### src/rtl/fifo_wr_arbiter.sv
// Round-robin write-port arbiter for an 8-entry FIFO, plus a consumer read gate.
// Latency: 1 cycle from request to strobe; writes stall while the occupancy mirror reads full.
module fifo_wr_arbiter #(
  parameter int DATA_WIDTH = 32,
  parameter int DEPTH      = 8,
  parameter int CNT_WIDTH  = 4
) (
  input  logic                  clk,
  input  logic                  reset,
  input  logic                  req0,
  input  logic [DATA_WIDTH-1:0] din0,
  input  logic                  req1,
  input  logic [DATA_WIDTH-1:0] din1,
  input  logic                  rd_req,
  output logic                  gnt0,
  output logic                  gnt1,
  output logic                  fifo_wr_en,
  output logic [DATA_WIDTH-1:0] fifo_din,
  output logic                  fifo_rd_en,
  output logic                  rd_err,
  output logic                  wr_stall,
  output logic [CNT_WIDTH-1:0]  occ,
  output logic [1:0]            state
);

  typedef enum logic [1:0] {
    IDLE   = 2'd0,
    WRITE0 = 2'd1,
    WRITE1 = 2'd2,
    STALL  = 2'd3
  } state_t;

  localparam logic [CNT_WIDTH-1:0] OCC_FULL = CNT_WIDTH'(DEPTH);
  localparam logic [CNT_WIDTH-1:0] OCC_ONE  = CNT_WIDTH'(1);

  state_t state_q;
  logic   last_grant;  // 0: req0 won last, 1: req1 won last

  logic elig0, elig1, any_elig, full, empty, pick1, wr_go, rd_go;

  // A requester whose grant is on the outputs this cycle is masked, so a held
  // req is not granted twice for the same word.
  always_comb begin
    elig0    = req0 & ~gnt0;
    elig1    = req1 & ~gnt1;
    any_elig = elig0 | elig1;
    full     = (occ == OCC_FULL);
    empty    = (occ == '0);
    pick1    = elig1 & (~elig0 | ~last_grant);
    wr_go    = any_elig & ~full;
    rd_go    = rd_req & ~empty;
  end

  always_ff @(posedge clk) begin
    if (reset) begin
      state_q    <= IDLE;
      last_grant <= 1'b1;
      gnt0       <= 1'b0;
      gnt1       <= 1'b0;
      fifo_wr_en <= 1'b0;
      fifo_din   <= '0;
      fifo_rd_en <= 1'b0;
      rd_err     <= 1'b0;
      wr_stall   <= 1'b0;
      occ        <= '0;
    end else begin
      gnt0       <= wr_go & ~pick1;
      gnt1       <= wr_go & pick1;
      fifo_wr_en <= wr_go;
      wr_stall   <= any_elig & full;
      fifo_rd_en <= rd_go;
      rd_err     <= rd_req & empty;

      if (wr_go) begin
        fifo_din   <= pick1 ? din1 : din0;
        last_grant <= pick1;
      end

      // Occupancy is gated on registered occ, so a same-cycle read never frees
      // the slot a write is competing for.
      case ({wr_go, rd_go})
        2'b10:   occ <= occ + OCC_ONE;
        2'b01:   occ <= occ - OCC_ONE;
        default: occ <= occ;
      endcase

      if (wr_go)
        state_q <= pick1 ? WRITE1 : WRITE0;
      else if (any_elig)
        state_q <= STALL;
      else
        state_q <= IDLE;
    end
  end

  assign state = state_q;

endmodule

### config.mk
export PLATFORM = sky130hd
export DESIGN_NAME = fifo_wr_arbiter
export DESIGN_NICKNAME = d
export VERILOG_FILES = /design/src/rtl/fifo_wr_arbiter.sv
export SDC_FILE = /design/constraint.sdc
export NUM_CORES = 1
export LEC_CHECK = 0
export CAP_MARGIN = 10
export CORE_MARGIN = 10
export CORE_UTILIZATION = 42
export DETAILED_ROUTE_END_ITERATION = 16
export GPL_TIMING_DRIVEN = 0
export PLACE_DENSITY = 0.88
export RECOVER_POWER = 25
export SKIP_LAST_GASP = 1
export SYNTH_ARGS = -nofsm -noshare
export SYNTH_HDL_FRONTEND = slang
export SYNTH_SLANG_ARGS = --single-unit
### constraint.sdc
create_clock -name clk -period 8.1 [get_ports clk]
set_clock_uncertainty 0.15 [all_clocks]
set_input_delay 0.81 -clock clk [delete_from_list [all_inputs] [get_ports clk]]
set_output_delay 0.81 -clock clk [all_outputs]
set_load 0.01 [all_outputs]
# Yosys cells after proc, flatten, opt, wreduce, memory -nomap -nowiden
# Cells that the tools add are included.
[op_classes]
n_reduce_logical = 2
n_eq_ne = 3
n_bitwise = 18
mux = 5
n_addsub = 2
[op_table]
columns = ["operator", "count"]
rows = [
  ["$mux W32", 1],
  ["$and A1 B1 Y1", 9],
  ["$pmux W4 S2", 1],
  ["$not A1 Y1", 7],
  ["$mux W2", 3],
  ["$add A4 B1 Y4 const B", 1],
  ["$eq A4 B4 Y1 const B", 1],
  ["$logic_not A4 Y1", 1],
  ["$sub A4 B1 Y4 const B", 1],
  ["$eq A2 B1 Y1 const B", 1],
  ["$eq A2 B2 Y1 const B", 1],
  ["$or A1 B1 Y1", 2],
  ["$reduce_bool A2 Y1", 1],
]
[totals]
inputBits = 69
wordCells = 40
register_bits = 45

# Logic depth before layout (Yosys ltp)
# Gate-level depths: netlist (run 1).
[logic_depth]
ltp_word = 7
ltp_mapped = 12
mapped_depth_nobuf = 10

# Worst setup path before layout (run 1)
# No wires, ideal clock.
[synth_timing]
kind = "in2reg"
start = "input req0"
end = "register occ[2]"
slack_ps = 5035
n_path_buf = 2
cell_stages = 12
arrival_time_ps = 2845
t_required_ps = 7880
cell_sequence = "and2b_2 a21oi_1 or2_2 buf_2 buf_2 ha_1 xor2_1 ha_1 a21oi_1 xor2_1 or3_1 a21oi_1"
[synth_via]
elab_chain_cells = 5
word_cells_on_any_way = 7
[synth_rtl]
columns = ["element", "line_no", "text"]
rows = [
  ["start, declared", "10", "input logic req0,"],
  ["$and A1 B1 Y1 *", "44", "elig0 = req0 & ~gnt0;"],
  ["$or A1 B1 Y1 *", "46", "any_elig = elig0 | elig1;"],
  ["$and A1 B1 Y1 *", "50", "wr_go = any_elig & ~full;"],
  ["$eq A2 B1 Y1 / $eq A2 B2 Y1 (equally long branches)", "81", "case ({wr_go, rd_go})"],
  ["$pmux W4 S2 / $reduce_bool A2 Y1 (equally long branches)", "n/a", ""],
  ["end signal, assigned", "82", "2'b10: occ <= occ + OCC_ONE;"],
  ["end signal, assigned", "83", "2'b01: occ <= occ - OCC_ONE;"],
  ["end, declared", "22", "output logic [CNT_WIDTH-1:0] occ,"],
]
# Every way passes the cells marked *; elsewhere a longest branch is shown, timed or not.
# A chain may end at the register's enable or synchronous reset.

# Final worst setup path (run 1)
# Same ends and word-level chain as after synthesis.

==> impl_metrics.ini, run 1 <==
[setup_path]
worst_r2r_path_depth = 11
worstPathCellList = dlygate4sd3_1 > and2b_1 > a21oi_1 > or2_2 > buf_2 > buf_2 > ha_1 > xor2_1 > ha_1 > a21oi_1 > xor2_1 > or3_1 > a21oi_1
worstPathRequired_ns = 8.17
endpoint = occ[2]$_SDFFE_PP0P_
end_kind = flip-flop
regToRegSetupSlack_ns = 5.20
max_stage_delay_ns = 0.52
critical-path-top-delay-family = buffers and inverters
cp-startpoint = req0
arrival_ns = 3.60
critPathBufInv = 3
startpoint_type = input port
timing.rr.end = occ[2]$_SDFFE_PP0P_
critical_path_class = input port to flip-flop
critical_path_depth = 13
cpMostUsedCell = a21oi_1
reg2reg_from = occ[0]$_SDFFE_PP0P_
path_max_fanout = 11
cp_slowest_cell = dlygate4sd3_1

[clocking]
cts_tree = yes
htree_num_levels = 2
clkTransAtPathRegs_ns = 0.08
cts_setup_buffers = 0
ctsHoldBuffers = 0
numCtsBuffers = 5
clkSinkCount = 45
clk_path_buf_depth = 2
ctsRootBufferMaster = clkbuf_8
cts_resized = 0
clk_latency_ns = 0.30

[global_routing]
grt_overflow_total = 0
grt_max_degree = 14
grt_pass1_wl_mm = 10.66
grt_pass1_vias = 2019
grt_usage = 0.1607
grt_antenna_before_repair = 0

[layout]
layout-drive-gt1-share = 0.06231
layout.nets = 393
num_antenna_cells = 0
final_cells = 388
final_cell_mix = 94 x clkdlybuf4s50_1, 45 x dfxtp_1, 34 x nor2b_1, 32 x and2_1, 31 x a221o_1
areaGrowthSynthToFinish_pct = 60.54
layout_commonest_cell = clkdlybuf4s50_1

[floorplan]
core-area_um2 = 4755
io_pins = 113
start_util = 0.4382
row_count = 25
die-area_um2 = 8178
die_w_um = 90.43
die_h_um = 90.43

[synth]
synth_cell_types = 34
synth_flop_cell = dfxtp_1
synth-seq-cells = 45
syn_area_per_cell_um2 = 10.26
synth.top_cell.area_share = 0.4324
yosysTopAreaCell = dfxtp_1
synth-warning-count = 0
synth-async-reset-ratio = 0
synthTopCellsByArea = dfxtp_1 43%, a221o_1 15%, nor2b_1 10%
synthCells = 203
synth_fp_nets = 275
synth_edf_count = 0
netlist_area_um2 = 2083
seq_area_frac_synth = 0.4324

[power]
p_leak_nw = 1.344
sw_frac_of_total = 0.3144
power_frac_comb = 0.396
p_clk_frac = 0.201
power_uw = 713.6
seqPwrFrac = 0.403
ir_drop_uv = 94.16
power.net_switching_uw = 224.4
pwr_density_cell_nw_per_um2 = 213.4
p_int_uw = 489.3

[timing]
fmax_mhz = 283.2
max-slew-margin-rel = 0.4136
rsz0062_at_grt = false
worstMarginPinSlew_ns = 0.8728
min_period_ns = 3.531
hold_viol_final = 0
finalSetupViolCount = 0
fin_setup_tns_ns = 0
drv_slew = 0
fin_crit_sh = 0.4359

[routing]
drt-vias-per-instance = 4.969
vias = 1928
ant_nets = 0
wl_per_cell_um = 17.23
drc = 0
drt_iter0_markers = 76
dr.pass1.iters = 4
totalWireLength_mm = 6.687

[hold_path]
hold_path_depth = 1
hp-class = flip-flop to flip-flop

[placement]
port-buffer-count = 111
dp_hpwl_mm = 5.242
place_congestion = 0.7505
numPlacedInstances = 381

[run_status]
status = finished clean

[job]
maxCapViolCount = 0
-- Yosys cell counts (3+ instances only) --
cell	number
ha_1	3
and2_1	32
dfxtp_1	45
buf_2	3
clkbuf_1	8
nand2b_1	3
buf_6	4
nor2_1	6
nor2b_1	34
inv_1	3
xor2_1	3
a221o_1	31
a21oi_1	3
-- state kept, by name (all words and copies together) (netlist names) --
name and count:
fifo_din 32, fifo_rd_en 1, fifo_wr_en 1, gnt0 1, gnt1 1, last_grant 1, occ 4, rd_err 1
state 2, wr_stall 1
-- per-layer routing --
layer	vias up	global-route usage	routed length, µm
met1	894	0.1762	2675
met3	8	0.06983	569
met4	0	0.03846	77
met5	-	0	0
li1	957	-	-
met2	69	0.2785	3365
-- cell families after synthesis --
kind of cell	count (synthesis)	synth area share
buffers and inverters	19	0.05225
adders and majority gates	3	0.01802
muxes	2	0.01021
xor gates and xnor gates	3	0.01261
DFF	45	0.4324
AOI/OAI and AO/OA	41	0.1916
and+or+nand+nor	90	0.2829
-- final cells by class --
type,count,area (µm²)
buffer,16,86.33
clock buffer,6,82.58
clock inverter,1,7.507
fill,393,1410
inverter,3,11.26
multi-input combinational,139,1061
sequential,45,900.9
tap,67,83.83
timing repair buffer,111,1111
-- worst min-delay path by stage --
stage	from	endpoint	slack (ns)
2_1_floorplan	last_grant$_SDFFE_PP1P_	last_grant$_SDFFE_PP1P_	0.39
3_3_place_gp	last_grant$_SDFFE_PP1P_	last_grant$_SDFFE_PP1P_	0.40
3_5_place_dp	last_grant$_SDFFE_PP1P_	last_grant$_SDFFE_PP1P_	0.43
4_1_cts	last_grant$_SDFFE_PP1P_	last_grant$_SDFFE_PP1P_	0.44
5_1_grt	last_grant$_SDFFE_PP1P_	last_grant$_SDFFE_PP1P_	0.47
6_report	last_grant$_SDFFE_PP1P_	last_grant$_SDFFE_PP1P_	0.45
-- per-stage QoR --
| stage | setup WS [ns] | hold slack, ns | util | cell area [µm²] |
|---|---|---|---|---|
| floorplan | 5.035 | 0.3903 | - | 2083 |
| global placement | 4.435 | 0.4028 | 0.6895 | 3278 |
| detailed placement | 4.412 | 0.4255 | 0.6895 | 3278 |
| CTS | 4.699 | 0.4439 | 0.7084 | 3368 |
| global route | 4.332 | 0.4745 | 0.7034 | 3344 |
| finish | 4.569 | 0.4455 | 0.7034 | 3344 |
-- power by group through the flow --
stage	Clock, mW	Sequential, mW	Combinational [mW]
2_1_floorplan	0	0.308	0.133
3_3_place_gp	0	0.291	0.283
3_5_place_dp	0	0.292	0.291
4_1_cts	0.145	0.288	0.293
5_1_grt	0.155	0.293	0.308
6_report	0.143	0.288	0.283
Note: power is estimated with default switching activity, not from simulation.
==> run 2: changes to the inputs <==
- CORE_UTILIZATION: 42 -> 39
- PLACE_DENSITY: 0.88 -> 0.82
- clock period: 8.1 -> 3.6 ns (I/O delays scaled with it)
==> run 2 against run 1 <==
Cell area grew 0.37%; global-route usage shrank 1.7 points; clock power grew 120%; non-clock buffer count is the same; core utilization shrank 5.0 points; wire length shrank 7.5%; setup slack lost 3.9 ns; final cell count grew 0.77%; register-to-register slack lost 4.5 ns; first-iteration DRC count shrank 51%; sequential cell count is the same; critical endpoint unchanged; largest cell class unchanged; highest routed layer unchanged.
==> impl_metrics.ini, run 2 (same netlist as run 1, synthesis figures left out) <==
[layout]
fillers = 457
fin_area_um2 = 3357
layout.nets = 393
areaGrowthSynthToFinish_pct = 61.14
num_antenna_cells = 0
largest_register_ffs = 32
final_cells = 391
layout_commonest_cell = clkdlybuf4s50_1
top_register = fifo_din
final_cell_mix = 93 x clkdlybuf4s50_1, 45 x dfxtp_1, 34 x nor2b_1, 32 x and2_1, 31 x a221o_1
layout-drive-gt1-share = 0.06854

[power]
p_clk_frac = 0.195
ir_drop_uv = 279.8
power.net_switching_uw = 485.6
power_mw = 1.589
pwr_density_cell_nw_per_um2 = 473.2
seqPwrFrac = 0.409
p_leak_nw = 1.358
power_frac_comb = 0.396
sw_frac_of_total = 0.3057
p_int_mw = 1.103

[floorplan]
io_pins = 113
start_util = 0.4053
core-area_um2 = 5140
row_count = 26
die_h_um = 93.09
die_w_um = 93.09
die-area_um2 = 8665

[routing]
drt_iter0_markers = 37
drc = 0
ant_nets = 0
dr.pass1.iters = 4
totalWireLength_mm = 6.187
wl_per_cell_um = 15.82
drt-vias-per-instance = 4.806
vias = 1879

[global_routing]
grt_antenna_before_repair = 0
grt_pass1_wl_mm = 10.23
grt_pass1_vias = 2053
grt_usage = 0.1439
grt_max_degree = 13
grt_overflow_total = 0

[placement]
dpl_cell_area_um2 = 3282
place_congestion = 0.7585
dp_hpwl_mm = 4.865
port-buffer-count = 111
numPlacedInstances = 384

[timing]
max-slew-margin-rel = 0.3692
finalSetupViolCount = 0
fmax_mhz = 335.9
hold_viol_final = 0
rsz0062_at_grt = false
fin_crit_sh = 0.8270
drv_slew = 0
fin_setup_tns_ns = 0
min_period_ns = 2.977
worstMarginPinSlew_ns = 0.9389

[setup_path]
max_stage_delay_ns = 0.45
critPathBufInv = 3
path_max_fanout = 11
end_kind = flip-flop
worstPathRequired_ns = 3.67
critical-path-top-delay-family = buffers and inverters
worstPathCellList = clkdlybuf4s50_1 > and2b_2 > a21oi_1 > or2_2 > buf_2 > buf_2 > ha_1 > xor2_1 > ha_1 > a21oi_1 > xor2_1 > or3_1 > a21oi_1
cpMostUsedCell = a21oi_1
startpoint_type = input port
reg2reg_from = occ[0]$_SDFFE_PP0P_
regToRegSetupSlack_ns = 0.66
cp_slowest_cell = clkdlybuf4s50_1
cp-startpoint = req0
arrival_ns = 3.05
critical_path_class = input port to flip-flop

[clocking]
clkSinkCount = 45
clk_path_buf_depth = 2
cts_setup_buffers = 0
cts_tree = yes
clkTransAtPathRegs_ns = 0.08
numCtsBuffers = 5
ctsRootBufferMaster = clkbuf_8
htree_num_levels = 2
cts_resized = 0
clk_latency_ns = 0.29
ctsHoldBuffers = 0

[hold_path]
hold_start = reset
hp-class = input port to flip-flop

[run_status]
status = finished clean

[job]
maxCapViolCount = 0
[run 2: cell count changes in the layout (fill, tap and decap cells not counted), sizes merged]
cell           delta
clkbuf            -1
dlygate4sd3       +1
clkinvlp          -1
clkdlybuf4s50     -1
buf               +2
[run 2: power by group through the flow]
stage	combinational (mW)	clock, mW	sequential (mW)
final	0.629	0.310	0.649
after global routing	0.694	0.342	0.662
after CTS	0.655	0.322	0.651
after detailed placement	0.652	0	0.659
after global placement	0.637	0	0.655
after floorplan	0.300	0	0.693
[run 2: through the flow]
| stage | hold WS [ns] | util | worst slack [ns] |
|---|---|---|---|
| 2_1_floorplan | 0.3489 | - | 0.9296 |
| 3_3_place_gp | 0.4013 | 0.6385 | 0.3659 |
| 3_5_place_dp | 0.4266 | 0.6385 | 0.3102 |
| 4_1_cts | 0.3504 | 0.6553 | 0.6097 |
| 5_1_grt | 0.3548 | 0.6531 | 0.4057 |
| 6_report | 0.3315 | 0.6531 | 0.6227 |
[run 2: path summary, 6_finish.rpt]
path,to,cells past startpoint
max reg2reg,occ[2]$_SDFFE_PP0P_,11
max,occ[2]$_SDFFE_PP0P_,13
min,state[1]$_SDFF_PP0_,3
min reg2reg,last_grant$_SDFFE_PP1P_,1
[run 2: worst register-to-register path, cell delays in order, from the launching register on]
cell and delay [ns]:
dfxtp_1 0.42, nor4b_4 0.42, or2_2 0.17, buf_2 0.17, buf_2 0.26, ha_1 0.31, xor2_1 0.18, ha_1 0.16
a21oi_1 0.05, xor2_1 0.14, or3_1 0.31, a21oi_1 0.13
[run 2: final cells by class]
cell class | count | area, µm² | area share
timing repair buffer | 111 | 1111 | 0.3310
tap | 70 | 87.58 | 0.02609
inverter | 3 | 11.26 | 0.003354
clock buffer | 7 | 86.33 | 0.02572
sequential | 45 | 900.9 | 0.2684
multi-input combinational | 139 | 1062 | 0.3164
buffer | 16 | 97.59 | 0.02907
[run 2: routing by layer]
layer | GRT usage | wire (µm) | share of wire | up-vias
li1 | - | - | - | 955
met1 | 0.1600 | 2606 | 0.42 | 847
met2 | 0.2377 | 2895 | 0.47 | 70
met3 | 0.07194 | 617 | 0.10 | 7
met4 | 0.03985 | 68 | 0.011 | 0
met5 | 0 | 0 | 0 | -
==> run 3: changes to the inputs <==
- CORE_UTILIZATION: 39 -> 35
- PLACE_DENSITY: 0.82 -> 0.78
- clock period: 3.6 -> 2.49 ns (I/O delays scaled with it)
==> run 3 against run 2 <==
Highest routed layer unchanged; critical path type is now flip-flop to flip-flop; largest power group is now combinational logic; core utilization fell by 5.6 points; total power increased by 59%; clock-buffer cell count did not move; via count increased by 2.7%; worst hold slack got worse by 0.12 ns; sequential share of layout area decreased by 0.98 points; global-route usage shrank 1.5 points.
==> impl_metrics.ini, run 3 (same netlist as run 1, synthesis figures left out) <==
[timing]
fin_setup_tns_ns = 0
fin_ws_ns = 0.1335
worstMarginPinSlew_ns = 0.4803
whs_ns = 0.2103
min_period_ns = 2.357
fin_crit_sh = 0.9464
hold_viol_final = 0
max-slew-margin-rel = 0.6798
fmax_mhz = 424.4
finalSetupViolCount = 0
drv_slew = 0

[floorplan]
die_h_um = 97.15
start_util = 0.3561
die-area_um2 = 9438
die_w_um = 97.15
row_count = 28
core-area_um2 = 5851
io_pins = 113

[layout]
fillers = 516
areaGrowthSynthToFinish_pct = 67.69
layout_commonest_cell = clkdlybuf4s50_1
layout.nets = 397
final_cells = 401
final_cell_mix = 111 x clkdlybuf4s50_1, 43 x dfxtp_1, 34 x nor2b_1, 32 x and2_1, 31 x a221o_1
top_register = fifo_din
layout-drive-gt1-share = 0.1104
largest_register_ffs = 32
fin_area_um2 = 3493
num_antenna_cells = 0

[clocking]
clk_path_buf_depth = 2
clkTransAtPathRegs_ns = 0.09
htree_num_levels = 2
clkSinkCount = 45
numCtsBuffers = 5
ctsRootBufferMaster = clkbuf_8
cts_tree = yes
ctsHoldBuffers = 0
clk_latency_ns = 0.30

[setup_path]
critical_path_class = flip-flop to flip-flop
startpoint_type = flip-flop
regToRegSetupSlack_ns = 0.13
worstPathRequired_ns = 2.58
path_max_fanout = 9
end_kind = flip-flop
timing.rr.end = occ[2]$_SDFFE_PP0P_
reg2reg_from = occ[1]$_SDFFE_PP0P_
arrival_ns = 2.44
worst_r2r_path_depth = 11

[global_routing]
grt_antenna_before_repair = 0
grt_pass1_vias = 2024
grt_usage = 0.1287
grt_overflow_total = 0
grt_pass1_wl_mm = 10.12
grt_max_degree = 18

[routing]
dr.pass1.iters = 4
drc = 0
wl_per_cell_um = 15.97
drt-vias-per-instance = 4.813
totalWireLength_mm = 6.404
ant_nets = 0
drt_iter0_markers = 67
vias = 1930

[job]
maxCapViolCount = 0

[power]
p_leak_nw = 1.356
pwr_density_cell_nw_per_um2 = 722.7
ir_drop_uv = 345.2

[placement]
port-buffer-count = 111
place_congestion = 0.7879
dpl_cell_area_um2 = 3318
pre_cts_ws_ns = -0.4223
numPlacedInstances = 389
dp_hpwl_mm = 4.966

[hold_path]
hold_end = wr_stall$_SDFF_PP0_
hp-class = input port to flip-flop
hold_path_depth = 3
hold_start = reset

[run_status]
status = finished clean
## run 3: cell types whose count changed in the layout (fill, tap and decap cells not counted), sizes merged
cell           previous run  this run
clkdlybuf4s50            93       111
dlygate4sd3              18         0
buf                       8        12
bufinv                    0         1
## run 3: per-layer routing
metal / routed length (µm) / vias up / GRT usage
met1: 2678 / 878 / 0.1434
met2: 3027 / 78 / 0.2104
li1: - / 963 / -
met3: 567 / 11 / 0.05761
met4: 131 / 0 / 0.04767
met5: 0 / - / 0
## run 3: cell type report
class / count / area, µm² / area share
Buffer: 15 / 107.6 / 0.03080
Clock buffer: 7 / 86.33 / 0.02471
Clock inverter: 1 / 30.03 / 0.008596
Inverter: 3 / 11.26 / 0.003223
Multi-Input combinational cell: 139 / 1112 / 0.3184
Sequential cell: 45 / 903.4 / 0.2586
Tap cell: 75 / 93.84 / 0.02686
Timing Repair Buffer: 116 / 1149 / 0.3288
## run 3: worst max-delay path: stages (launching register included)
cell and delay, ns:
dfxtp_1 0.33, buf_6 0.14, nor4b_4 0.29, or2_4 0.18
buf_12 0.11, ha_4 0.16, xor2_2 0.13, ha_2 0.18
a21oi_2 0.03, xor2_1 0.14, or3_1 0.32, a21oi_2 0.13
## run 3: per-stage QoR
| stage | utilization | total power [mW] |
|---|---|---|
| floorplan | - | 1.461 |
| global placement | 0.5672 | 1.899 |
| detailed placement | 0.5672 | 1.918 |
| CTS | 0.5879 | 2.501 |
| global route | 0.5971 | 2.679 |
| finish | 0.5971 | 2.525 |
## run 3: report_power, final
group	internal, mW	switching [mW]	total, mW
combinational	0.591	0.408	0.999
clock	0.328	0.256	0.584
sequential	0.851	0.0911	0.942
total	1.77	0.755	2.52
## run 3: repair_timing
action	4_1_cts	5_1_grt
pin swaps	1	1
setup buffers	2	3
setup endpoints to repair	2	2
resized for setup	1	7
## run 3: worst max path at each step
stage / start / end / slack [ns] / depth (start not counted)
after detailed placement: req0 / occ[2]$_SDFFE_PP0P_ / -0.42 / 13
final: occ[1]$_SDFFE_PP0P_ / occ[2]$_SDFFE_PP0P_ / 0.13 / 11
after floorplan: gnt0$_SDFF_PP0_ / occ[2]$_SDFFE_PP0P_ / 0.01 / 12
after global routing: gnt0$_SDFF_PP0_ / occ[2]$_SDFFE_PP0P_ / -0.008 / 11
after CTS: occ[1]$_SDFFE_PP0P_ / occ[2]$_SDFFE_PP0P_ / 0.04 / 10
after global placement: req0 / occ[3]$_SDFFE_PP0P_ / -0.40 / 10
